===== config.mk =====
export PLATFORM = sky130hd
export DESIGN_NAME = usb_uart_fifo
export DESIGN_NICKNAME = d
export VERILOG_FILES = /design/src/rtl/usb_uart_fifo_pkg.sv /design/src/rtl/usb_uart_fifo_byte_fifo.sv /design/src/rtl/usb_uart_fifo.sv
export SDC_FILE = /design/constraint.sdc
export NUM_CORES = 1
export LEC_CHECK = 0
export ABC_AREA = 1
export CAP_MARGIN = 20
export CORE_MARGIN = 2
export CORE_UTILIZATION = 50
export CTS_CLUSTER_DIAMETER = 60
export CTS_CLUSTER_SIZE = 16
export DETAILED_ROUTE_END_ITERATION = 16
export PLACE_DENSITY = 0.65
export SYNTH_ARGS = -nofsm -noshare
export SYNTH_HDL_FRONTEND = slang
export SYNTH_HIERARCHICAL = 1
export SYNTH_SLANG_ARGS = --single-unit

===== constraint.sdc =====
create_clock -name clk_48mhz -period 5.3 [get_ports clk_48mhz]
set_input_delay 1.06 -clock clk_48mhz [delete_from_list [all_inputs] [get_ports clk_48mhz]]
set_output_delay 1.06 -clock clk_48mhz [all_outputs]
set_load 0.02 [all_outputs]

===== src/rtl/usb_uart_fifo_pkg.sv =====
// Shared definitions for the USB CDC UART byte-buffering stage:
// FSM state encodings and default FIFO depths.
package usb_uart_fifo_pkg;

    localparam int TX_AW_DEFAULT = 4;
    localparam int RX_AW_DEFAULT = 4;

    typedef enum logic {
        T_IDLE = 1'b0,
        T_WAIT = 1'b1
    } tx_state_t;

    typedef enum logic {
        R_IDLE = 1'b0,
        R_WAIT = 1'b1
    } rx_state_t;

endpackage


===== src/rtl/usb_uart_fifo_byte_fifo.sv =====
// Circular byte FIFO with show-ahead head, occupancy count and a
// synchronous flush. A pop frees the slot a simultaneous push fills,
// so push and pop together are accepted even when full.
module byte_fifo #(
    parameter int AW = 4
) (
    input  logic          clk,
    input  logic          rst_n,
    input  logic          flush,
    input  logic          push,
    input  logic [7:0]    push_data,
    input  logic          pop,
    output logic [7:0]    head_data,
    output logic          full,
    output logic          empty,
    output logic [AW:0]   level
);

    localparam logic [AW:0] DEPTH = {1'b1, {AW{1'b0}}};

    logic [7:0]    mem [2**AW];
    logic [AW-1:0] wr_ptr;
    logic [AW-1:0] rd_ptr;
    logic [AW:0]   count;
    logic          do_pop;
    logic          do_push;

    // Qualify strobes: pops on empty and pushes on full (without a pop) are ignored
    always_comb begin
        do_pop  = pop && (count != '0) && !flush;
        do_push = push && ((count != DEPTH) || do_pop) && !flush;
    end

    // Storage write
    // NOTE: the data array has no reset; count and pointers alone define validity,
    // so leaving it unreset keeps it mappable to plain RAM.
    always_ff @(posedge clk) begin
        if (do_push) begin
            mem[wr_ptr] <= push_data;
        end
    end

    // Pointer and occupancy bookkeeping
    // NOTE: state is updated with non-blocking assignments so every flop samples
    // pre-edge values regardless of statement order.
    always_ff @(posedge clk or negedge rst_n) begin
        if (!rst_n) begin
            wr_ptr <= '0;
            rd_ptr <= '0;
            count  <= '0;
        end else if (flush) begin
            wr_ptr <= '0;
            rd_ptr <= '0;
            count  <= '0;
        end else begin
            if (do_push) wr_ptr <= wr_ptr + 1'b1;
            if (do_pop)  rd_ptr <= rd_ptr + 1'b1;
            case ({do_push, do_pop})
                2'b10:   count <= count + 1'b1;
                2'b01:   count <= count - 1'b1;
                default: count <= count;
            endcase
        end
    end

    assign head_data = mem[rd_ptr];
    assign full      = (count == DEPTH);
    assign empty     = (count == '0);
    assign level     = count;

endmodule


===== src/rtl/usb_uart_fifo.sv =====
// TX/RX byte buffering between the CPU port and the USB CDC UART core.
// TX bytes drain to the core whenever it is idle and the host is present;
// RX bytes are pulled from the core whenever the RX FIFO has room.
module usb_uart_fifo
    import usb_uart_fifo_pkg::*;
#(
    parameter int TX_AW = TX_AW_DEFAULT,
    parameter int RX_AW = RX_AW_DEFAULT
) (
    input  logic             clk_48mhz,
    input  logic             resetq,
    input  logic             host_presence,
    input  logic             tx_wr,
    input  logic [7:0]       tx_data,
    output logic             tx_full,
    output logic [TX_AW:0]   tx_level,
    input  logic             rx_rd,
    output logic [7:0]       rx_data,
    output logic             rx_empty,
    output logic [RX_AW:0]   rx_level,
    output logic             uart_wr,
    output logic [7:0]       uart_tx_data,
    input  logic             uart_busy,
    output logic             uart_rd,
    input  logic [7:0]       uart_rx_data,
    input  logic             uart_valid
);

    tx_state_t  tx_state, tx_state_next;
    rx_state_t  rx_state, rx_state_next;
    logic       tx_empty;
    logic [7:0] tx_head;
    logic       tx_flush;
    logic       tx_ready;
    logic       tx_fire;
    logic       rx_full;
    logic       rx_ready;
    logic       rx_fire;
    logic [7:0] rx_byte;

    // With no host enumerated the TX buffer is held empty and CPU writes vanish
    assign tx_flush = !host_presence;
    assign tx_ready = !tx_empty && !uart_busy && host_presence;
    assign rx_ready = uart_valid && !rx_full;

    byte_fifo #(.AW(TX_AW)) u_tx_fifo (
        .clk       (clk_48mhz),
        .rst_n     (resetq),
        .flush     (tx_flush),
        .push      (tx_wr),
        .push_data (tx_data),
        .pop       (tx_fire),
        .head_data (tx_head),
        .full      (tx_full),
        .empty     (tx_empty),
        .level     (tx_level)
    );

    // The registered byte taken from the core is pushed during the uart_rd cycle
    byte_fifo #(.AW(RX_AW)) u_rx_fifo (
        .clk       (clk_48mhz),
        .rst_n     (resetq),
        .flush     (1'b0),
        .push      (uart_rd),
        .push_data (rx_byte),
        .pop       (rx_rd),
        .head_data (rx_data),
        .full      (rx_full),
        .empty     (rx_empty),
        .level     (rx_level)
    );

    // TX drain state register
    always_ff @(posedge clk_48mhz or negedge resetq) begin
        if (!resetq) tx_state <= T_IDLE;
        else         tx_state <= tx_state_next;
    end

    // TX next state: the wait cycle covers the core's one-cycle busy latency
    // NOTE: combinational blocks assign a default first so no path infers a latch.
    always_comb begin
        tx_state_next = tx_state;
        case (tx_state)
            T_IDLE:  if (tx_ready) tx_state_next = T_WAIT;
            T_WAIT:  tx_state_next = T_IDLE;
            default: tx_state_next = T_IDLE;
        endcase
    end

    // TX output decode: pop the head when a transfer is launched
    always_comb begin
        tx_fire = (tx_state == T_IDLE) && tx_ready;
    end

    // TX write pulse and data to the core, registered for clean timing
    always_ff @(posedge clk_48mhz or negedge resetq) begin
        if (!resetq) begin
            uart_wr      <= 1'b0;
            uart_tx_data <= '0;
        end else begin
            uart_wr <= tx_fire;
            if (tx_fire) uart_tx_data <= tx_head;
        end
    end

    // RX fill state register
    always_ff @(posedge clk_48mhz or negedge resetq) begin
        if (!resetq) rx_state <= R_IDLE;
        else         rx_state <= rx_state_next;
    end

    // RX next state: the wait cycle lets uart_valid drop after the read pulse
    always_comb begin
        rx_state_next = rx_state;
        case (rx_state)
            R_IDLE:  if (rx_ready) rx_state_next = R_WAIT;
            R_WAIT:  rx_state_next = R_IDLE;
            default: rx_state_next = R_IDLE;
        endcase
    end

    // RX output decode: accept a byte only when there is room, else backpressure
    always_comb begin
        rx_fire = (rx_state == R_IDLE) && rx_ready;
    end

    // RX read pulse to the core and capture of the accepted byte
    always_ff @(posedge clk_48mhz or negedge resetq) begin
        if (!resetq) begin
            uart_rd <= 1'b0;
            rx_byte <= '0;
        end else begin
            uart_rd <= rx_fire;
            if (rx_fire) rx_byte <= uart_rx_data;
        end
    end

endmodule


==> impl_metrics.ini, run 1 <==
[setup_path]
crit_fanout = 34
crit_path_cell_trace = nand2_1 > clkinv_1 > nand3_1 > nand2_1 > a31oi_1 > o21ai_1 > nand2_1 > clkdlybuf4s50_1
crit_top_cell = nand2_1
start_kind = flop
path_buf_inv = 2
worstPathArrival_ns = 3.15
slowest_delay_ns = 0.79
crit_path_top_delay_cell = dfrtp_1
reg2reg_slack_ns = 2.59
cp.required_ns = 4.24
critPathCaptureType = output pin
criticalPathCategory = flop to output pin
crit_family = buffers and inverters

[clocking]
cts.path.max_buffers = 3
tritoncts = built
path_clk_slew_ns = 0.07
root_buffer = clkbuf_16
clkSinkCount = 300
ctsHoldBuffers = 0
post-cts-setup-buffers = 0
cts_made_buffers = 25
ctsResizeCount = 0
clock_latency_ns = 0.54
htree_levels = 1

[synth]
yosysTopAreaCellShare_pct = 60.4
yosys_warnings = 6
syn_area_um2 = 12700
synth_edf_count = 256
ys_top_cells_by_area = edfxtp_1, dfrtp_1, nand2_1
synth_area_per_cell_um2 = 11.5
synth-seq-cells = 300
synth.yosys.seq_area_share_pct = 69.0
async_flop_share_pct = 14.7
synth.distinct_cells = 34
ys.flop_type = edfxtp_1
yosysTopAreaCell = edfxtp_1
synthCells = 1106

[timing]
finalWorstSetupSlack_ns = 1.09
relSlewSlack_pct = 28.3
maxSlewViolCount = 0
fin_worst_skew_ns = 0.0141
tns_ns = 0
finalHoldViolCount = 0
fin_crit_ns = 4.21
worst_pin_slew_ns = 1.08
finalCritPeriodShare_pct = 79.4
fmax_mhz = 238
hold_slack_ns = 0.477
setup_viol = 0
rsz0062_at_grt = no

[grt]
grt_usage_pct = 21.9
antenna_found_initial = 0
busiest_layer = met2
overflow = 0
use_met3_pct = 2.46
grt_start_max_net_pins = 75
use_met1_pct = 26.8
grt_pass1_wl_mm = 44.2
first_global_vias = 7993
grt_util_met2_pct = 39.3

[die]
fp-row-count = 58
core-area_um2 = 25100
dieArea_um2 = 26800
io_pins = 53
dieWidth_um = 164
initial_core_util_pct = 50.7
die_height_um = 164

[detailed_routing]
drc_errors = 0
dr_total_vias = 8342
wirelength_mm = 29.0
vias_per_cell = 5.58
ant_nets = 0
drtIter0Drc = 671
wl_per_cell_um = 19.4
dr.pass1.iters = 5

[finish]
fin_util_pct = 56.8
area_delta_synth_final_pct = 12.1
diodes = 0
fin_area_um2 = 14300
fin_nets = 1188
nFillCells = 2162
drive_gt1_share_pct = 6.60

[place]
dpl_cell_area_um2 = 13400
place_congestion = 0.885
dp_hpwl_mm = 18.5
post-place-ws_ns = 1.69
port_buffers = 52

[run_status]
status = complete, no violations

[power_and_ir_drop]
power.density_nw_per_um2 = 431
vdd_drop_max_v = 0.000297
leakage_nw = 5.29

[min_path]
hp-class = flop to flop

[flow_run]
max_cap_violations = 0
-- through the flow --
| step | power (mW) | instances |
|---|---|---|
| floorplan | 3.79 | 1110 |
| global placement | 4.32 | 1449 |
| detailed placement | 4.34 | 1449 |
| CTS | 6.18 | 1495 |
| global route | 6.40 | 1496 |
| finish | 6.15 | 1496 |
-- report_power, final --
group          total [mW]  switching [mW]  leakage (nW)  internal, mW
sequential           3.01           0.231          2.89          2.78
combinational        1.28           0.844          2.00         0.434
clock                1.86           0.835         0.407          1.02
-- cell usage in the layout (no fill, tap or decap), types with 2 or more instances in the layout --
| cell | n |
|---|---|
| a21oi_1 | 23 |
| a31oi_1 | 15 |
| buf_4 | 3 |
| clkbuf_1 | 9 |
| clkbuf_16 | 29 |
| clkdlybuf4s50_1 | 51 |
| clkinv_1 | 3 |
| clkinv_2 | 2 |
| clkinv_4 | 2 |
| conb_1 | 5 |
| dfrtp_1 | 42 |
| dfrtp_2 | 2 |
| edfxtp_1 | 256 |
| fa_1 | 2 |
| ha_1 | 16 |
| inv_1 | 47 |
| inv_2 | 12 |
| inv_4 | 2 |
| nand2_1 | 264 |
| nand2_2 | 6 |
| nand3_1 | 90 |
| nand3_2 | 5 |
| nand4_1 | 27 |
| nand4_2 | 2 |
| nor2_1 | 113 |
| nor2_8 | 2 |
| o211ai_1 | 23 |
| o21ai_0 | 67 |
| o21ai_1 | 25 |
| o21ai_2 | 2 |
| o22ai_1 | 2 |
| xnor2_1 | 4 |
| xor2_1 | 4 |
-- path summary, 6_finish.rpt --
check                                    startpoint             endpoint  cells past startpoint
worst max-delay path            u_rx_fifo/rd_ptr[1]           rx_data[2]                      8
worst min-delay path                uart_tx_data[2]      uart_tx_data[2]                      2
worst max register to register   u_tx_fifo/level[4]  u_tx_fifo/mem[9][1]                     10
worst min register to register      uart_tx_data[2]      uart_tx_data[2]                      2
max in group asynchronous                    resetq  u_rx_fifo/rd_ptr[0]                      2
min in group asynchronous                    resetq   u_tx_fifo/level[3]                      2
-- cells in the mapped netlist, types with 2 or more instances --
| master | instances |
|---|---|
| clkbuf_1 | 3 |
| o21ai_1 | 25 |
| inv_2 | 12 |
| o22ai_1 | 2 |
| nor2_8 | 2 |
| inv_4 | 2 |
| a31oi_1 | 15 |
| clkinv_1 | 3 |
| nand3_1 | 90 |
| inv_1 | 47 |
| fa_1 | 2 |
| xnor2_1 | 4 |
| buf_2 | 28 |
| edfxtp_1 | 256 |
| o211ai_1 | 23 |
| nand2_1 | 264 |
| nor2_1 | 113 |
| buf_6 | 8 |
| dfrtp_1 | 44 |
| nand4_1 | 27 |
| a21oi_1 | 23 |
| xor2_1 | 4 |
| o21ai_2 | 2 |
| nand2_2 | 6 |
| nand4_2 | 2 |
| nand3_2 | 5 |
| buf_4 | 6 |
| o21ai_0 | 67 |
| ha_1 | 16 |
-- routing by layer --
metal / routed length, um / share of wire, %
met5: 0 / 0
met2: 15300 / 53
met1: 11500 / 40
met4: 1130 / 3.9
met3: 1160 / 4.0
-- registers in the layout, indices dropped and copies added, names as in the netlist --
| register | cells |
|---|---|
| rx_state | 1 |
| tx_state | 1 |
| u_tx_fifo/rd_ptr | 4 |
| u_tx_fifo/level | 5 |
| u_tx_fifo/mem | 128 |
| u_rx_fifo/rd_ptr | 4 |
| u_rx_fifo/level | 5 |
| u_tx_fifo/wr_ptr | 4 |
| u_rx_fifo/wr_ptr | 4 |
| uart_tx_data | 8 |
| u_rx_fifo/mem | 128 |
| rx_byte | 8 |
-- kinds of logic after synthesis --
group,Yosys count,share of synthesized area [%]
AND/OR/NAND/NOR,512,17.5
flip-flops,300,69.0
AO/OA/AOI/OAI,157,6.85
buffers and inverters,110,4.21
adder cells (fa/ha/maj),18,1.89
XOR/XNOR,8,0.550
other,1,0.0294
-- worst register-to-register path: stages (launching register included) --
cell	delay, ns
dfrtp_1	0.43
inv_1	0.11
nand3_2	0.14
inv_1	0.11
nor2_8	0.19
nand2_4	0.11
inv_2	0.11
nand4_2	0.14
nand2_1	0.20
nand2_1	0.20
nor2_1	0.61
-- final cells by class --
type / instances / area, um^2 / share of cell area [%]
clock buffers: 40 / 781 / 5.47
clock inverters: 6 / 52.6 / 0.368
inverters: 64 / 245 / 1.72
multi-input cells: 700 / 3420 / 24.0
flip-flops and latches: 300 / 8790 / 61.6
well taps: 330 / 413 / 2.89
repair buffers: 56 / 566 / 3.96
Note: power is estimated with default switching activity, not from simulation.
==> run 2, diff against run 1 <==
==> constraint.sdc (replaced) <==
create_clock -name clk_48mhz -period 4.4 [get_ports clk_48mhz]
set_input_delay 0.88 -clock clk_48mhz [delete_from_list [all_inputs] [get_ports clk_48mhz]]
set_output_delay 0.88 -clock clk_48mhz [all_outputs]
set_load 0.02 [all_outputs]
==> run 2 against run 1 <==
Against the previous run: sequential share of layout area grew 0.29 points; clock power grew 14%; total power grew 18%; combinational power grew 17%; hold slack lost 0.30 ns; utilization shrank 0.27 points; clock skew grew 0.0025 ns; final cell count is the same; first-iteration DRC count shrank 1.6%; largest cell class unchanged.
==> impl_metrics.ini, run 2 (synthesis results as in run 1) <==
[clocking]
htree_levels = 1
clock_latency_ns = 0.53
root_buffer = clkbuf_16
ctsHoldBuffers = 0
cts.path.max_buffers = 3
cts_made_buffers = 24
tritoncts = built
path_clk_slew_ns = 0.07
ctsResizeCount = 0
post-cts-setup-buffers = 0
clkSinkCount = 300

[die]
dieArea_um2 = 26800
dieWidth_um = 164
core-area_um2 = 25100
initial_core_util_pct = 50.7
die_height_um = 164
io_pins = 53
fp-row-count = 58

[setup_path]
crit_fanout = 17
crit_path_top_delay_cell = dfrtp_1
path_buf_inv = 2
crit_path_cell_trace = nand2_1 > clkinv_1 > nand3_1 > nand2_1 > a31oi_1 > o21ai_1 > nand2_1 > clkdlybuf4s50_1
crit_top_cell = nand2_1
slowest_delay_ns = 0.60
worstPathArrival_ns = 3.04
start_kind = flop
crit_family = buffers and inverters
critPathCaptureType = output pin
cp.required_ns = 3.52
criticalPathCategory = flop to output pin

[timing]
hold_slack_ns = 0.180
fin_crit_ns = 3.92
setup_viol = 0
worst_pin_slew_ns = 0.941
rsz0062_at_grt = no
fin_worst_skew_ns = 0.0166
maxSlewViolCount = 0
tns_ns = 0
fmax_mhz = 255
finalCritPeriodShare_pct = 89.0
finalHoldViolCount = 0
relSlewSlack_pct = 37.0

[detailed_routing]
wirelength_mm = 28.3
dr_total_vias = 8207
dr.pass1.iters = 5
wl_per_cell_um = 18.9
ant_nets = 0
drtIter0Drc = 660
drc_errors = 0
vias_per_cell = 5.49

[grt]
busiest_layer = met2
overflow = 0
antenna_found_initial = 0
grt_pass1_wl_mm = 44.2
grt_start_max_net_pins = 63
use_met3_pct = 2.67
grt_usage_pct = 21.7
use_met1_pct = 26.6
grt_util_met2_pct = 39.6
first_global_vias = 8184

[finish]
diodes = 0
top_regs = u_rx_fifo/mem x128, u_tx_fifo/mem x128
fin_util_pct = 56.6
final_cell_mix = nand2_1, edfxtp_1, nor2_1
drive_gt1_share_pct = 6.35
final_common_cell = nand2_1
area_delta_synth_final_pct = 11.5
fin_nets = 1189
fin_cells = 1496
nFillCells = 2159

[place]
placedCellCount = 1452
dp_hpwl_mm = 18.3
port_buffers = 52
place_congestion = 0.816

[power_and_ir_drop]
p_total_mw = 7.25
vdd_drop_max_v = 0.000390
leakage_nw = 5.27
power.density_nw_per_um2 = 510

[min_path]
hp-class = input pin to async pin

[run_status]
status = complete, no violations

[flow_run]
max_cap_violations = 0
-- run 2: final timing paths --
kind / from / slack, ns / to / cells after the start
max: u_rx_fifo/rd_ptr[1] / 0.48 / rx_data[7] / 8
min: resetq / 0.18 / u_tx_fifo/wr_ptr[1] / 1
max reg2reg: u_tx_fifo/level[4] / 1.63 / u_tx_fifo/mem[12][1] / 10
min reg2reg: uart_tx_data[0] / 0.49 / uart_tx_data[0] / 2
max in group asynchronous: resetq / 3.45 / u_rx_fifo/rd_ptr[0] / 2
min in group clk_48mhz: uart_tx_data[0] / 0.49 / uart_tx_data[0] / 2
-- run 2: final cells by class --
class | count | area [um^2] | area share [%]
Sequential cell | 300 | 8790 | 61.9
Timing Repair Buffer | 58 | 561 | 3.95
Inverter | 64 | 245 | 1.73
Multi-Input combinational cell | 700 | 3420 | 24.1
Tap cell | 330 | 413 | 2.91
Clock buffer | 40 | 734 | 5.17
Clock inverter | 4 | 36.3 | 0.255
-- run 2: routing by layer --
metal,up-vias,wire (um)
li1,3954,-
met1,3994,11200
met2,204,15000
met3,55,1100
met4,0,978
met5,-,0
-- run 2: per-stage QoR --
step	worst slack, ns	instance area [um^2]
final	0.482	14200
after global routing	0.327	14200
after CTS	0.474	14200
after detailed placement	1.01	13400
after global placement	1.05	13400
after floorplan	1.93	12700
-- run 2: power by group --
| group | internal, mW | leakage (nW) | switching [mW] |
|---|---|---|---|
| Clock | 1.15 | 0.373 | 0.969 |
| Sequential | 3.35 | 2.89 | 0.280 |
| Combinational | 0.527 | 2.00 | 0.976 |
==> run 3, diff against run 2 <==
--- a/config.mk
+++ b/config.mk
@@ -9,10 +9,10 @@
 export CAP_MARGIN = 20
 export CORE_MARGIN = 2
 export CORE_UTILIZATION = 50
-export CTS_CLUSTER_DIAMETER = 60
 export CTS_CLUSTER_SIZE = 16
 export DETAILED_ROUTE_END_ITERATION = 16
 export PLACE_DENSITY = 0.65
+export SKIP_CTS_REPAIR_TIMING = 1
 export SYNTH_ARGS = -nofsm -noshare
 export SYNTH_HDL_FRONTEND = slang
 export SYNTH_HIERARCHICAL = 1
==> run 3 against run 2 <==
Against the previous run: setup slack lost 0.051 ns; clock power grew 19%; via count grew 1.2%.
==> impl_metrics.ini, run 3 (synthesis results as in run 1) <==
[grt]
grt_start_max_net_pins = 63
antenna_found_initial = 0
grt_usage_pct = 21.9
first_global_vias = 8217
overflow = 0
grt_pass1_wl_mm = 44.4

[place]
dp_hpwl_mm = 18.3
post-place-ws_ns = 1.01
port_buffers = 52
dpl_cell_area_um2 = 13400
place_congestion = 0.816

[die]
core-area_um2 = 25100
dieWidth_um = 164
initial_core_util_pct = 50.7
io_pins = 53
die_height_um = 164
fp-row-count = 58
dieArea_um2 = 26800

[setup_path]
crit_path_cell_trace = nand2_1 > clkinv_1 > nand3_1 > nand2_1 > a31oi_1 > o21ai_1 > nand2_1 > clkdlybuf4s50_1
crit_family = buffers and inverters
timing.rr.start = u_tx_fifo/level[4]
crit_top_cell = nand2_1
critPathCaptureType = output pin
reg2regPathDepth = 10
reg2reg_slack_ns = 1.65
crit_path_top_delay_cell = clkdlybuf4s50_1
start_kind = flop
criticalPathCategory = flop to output pin
cp.required_ns = 3.52
worstPathArrival_ns = 3.09
crit_fanout = 17
cp_num_cells = 8
slowest_delay_ns = 0.60
worstReg2RegEnd = u_tx_fifo/mem[12][0]
path_buf_inv = 2

[finish]
seq_area_um2 = 8790
top_regs = u_rx_fifo/mem x128, u_tx_fifo/mem x128
area_delta_synth_final_pct = 13.2
multi_input_area_um2 = 3420
final_cell_mix = nand2_1, edfxtp_1, nor2_1
nFillCells = 2133
diodes = 0
fin_area_um2 = 14400
final_common_cell = nand2_1
fin_nets = 1196
drive_gt1_share_pct = 6.97

[detailed_routing]
dr.pass1.iters = 5
wl_per_cell_um = 18.8
drc_errors = 0
drtIter0Drc = 630
ant_nets = 0
dr_total_vias = 8303
wirelength_mm = 28.3
vias_per_cell = 5.51

[power_and_ir_drop]
leakage_nw = 5.37
p_total_mw = 7.67
vdd_drop_max_v = 0.000350
power.density_nw_per_um2 = 532

[clocking]
path_clk_slew_ns = 0.06
tritoncts = built
cts.path.max_buffers = 3
clock_latency_ns = 0.54
htree_levels = 1
cts_made_buffers = 31
root_buffer = clkbuf_16
clkSinkCount = 300

[timing]
finalHoldViolCount = 0
fin_worst_skew_ns = 0.00663
tns_ns = 0
finalCritPeriodShare_pct = 90.2
worst_pin_slew_ns = 0.916
fin_crit_ns = 3.97
relSlewSlack_pct = 38.7
finalWorstSetupSlack_ns = 0.431
rsz0062_at_grt = no
setup_viol = 0
fmax_mhz = 252
maxSlewViolCount = 0

[min_path]
hp-class = input pin to async pin

[run_status]
status = complete, no violations

[flow_run]
max_cap_violations = 0
run 3: changes by cell type in the layout (fill, tap and decap cells not counted):
cell,before,now
clkinv_2,1,3
clkinv_1,3,14
clkbuf_8,1,0
clkbuf_1,12,4
bufinv_16,0,4
clkbuf_16,27,31
inv_4,3,2
clkinv_8,1,0
inv_6,0,1
run 3: area by class of cell:
| class | count | share of cell area [%] |
|---|---|---|
| clock inverter | 20 | 1.35 |
| tap | 330 | 2.86 |
| sequential | 300 | 61.0 |
| clock buffer | 35 | 5.48 |
| inverter | 64 | 1.70 |
| multi-input combinational | 700 | 23.8 |
| timing repair buffer | 58 | 3.89 |
run 3: routing by layer:
metal | vias up | track usage (%) | part of all wire, %
met5 | - | 0 | 0
met4 | 0 | 7.54 | 3.4
met3 | 70 | 2.92 | 4.6
met2 | 225 | 39.9 | 53
met1 | 4036 | 26.8 | 39
li1 | 3972 | - | -
run 3: worst max-delay path by stage:
stage / startpoint / endpoint
floorplan: host_presence / u_tx_fifo/level[4]
finish: u_rx_fifo/rd_ptr[1] / rx_data[2]
global placement: u_rx_fifo/rd_ptr[1] / rx_data[2]
global route: u_rx_fifo/rd_ptr[1] / rx_data[2]
CTS: u_rx_fifo/rd_ptr[1] / rx_data[2]
detailed placement: host_presence / u_tx_fifo/mem[15][4]
run 3: report_power, final:
group          total [mW]  switching (mW)  leakage [nW]  internal (mW)
Clock                2.53            1.02         0.481           1.51
Combinational        1.51           0.978          2.00          0.527
Sequential           3.63           0.281          2.89           3.35
Total                7.67            2.28          5.37           5.39
run 3: per-stage QoR:
step | instances | util (%) | hold slack (ns)
after floorplan | 1110 | - | 0.545
final | 1507 | 57.4 | 0.169
after detailed placement | 1452 | 53.5 | 0.472
after global routing | 1507 | 57.4 | 0.164
after CTS | 1507 | 57.4 | 0.155
after global placement | 1452 | 53.5 | 0.467
run 3: worst reg2reg max path: cells and delay by family (launching register included):
kind                   cells  cell delay, ns
buffers and inverters      3            0.33
DFF                        1            0.44
and+or+nand+nor            7            1.61
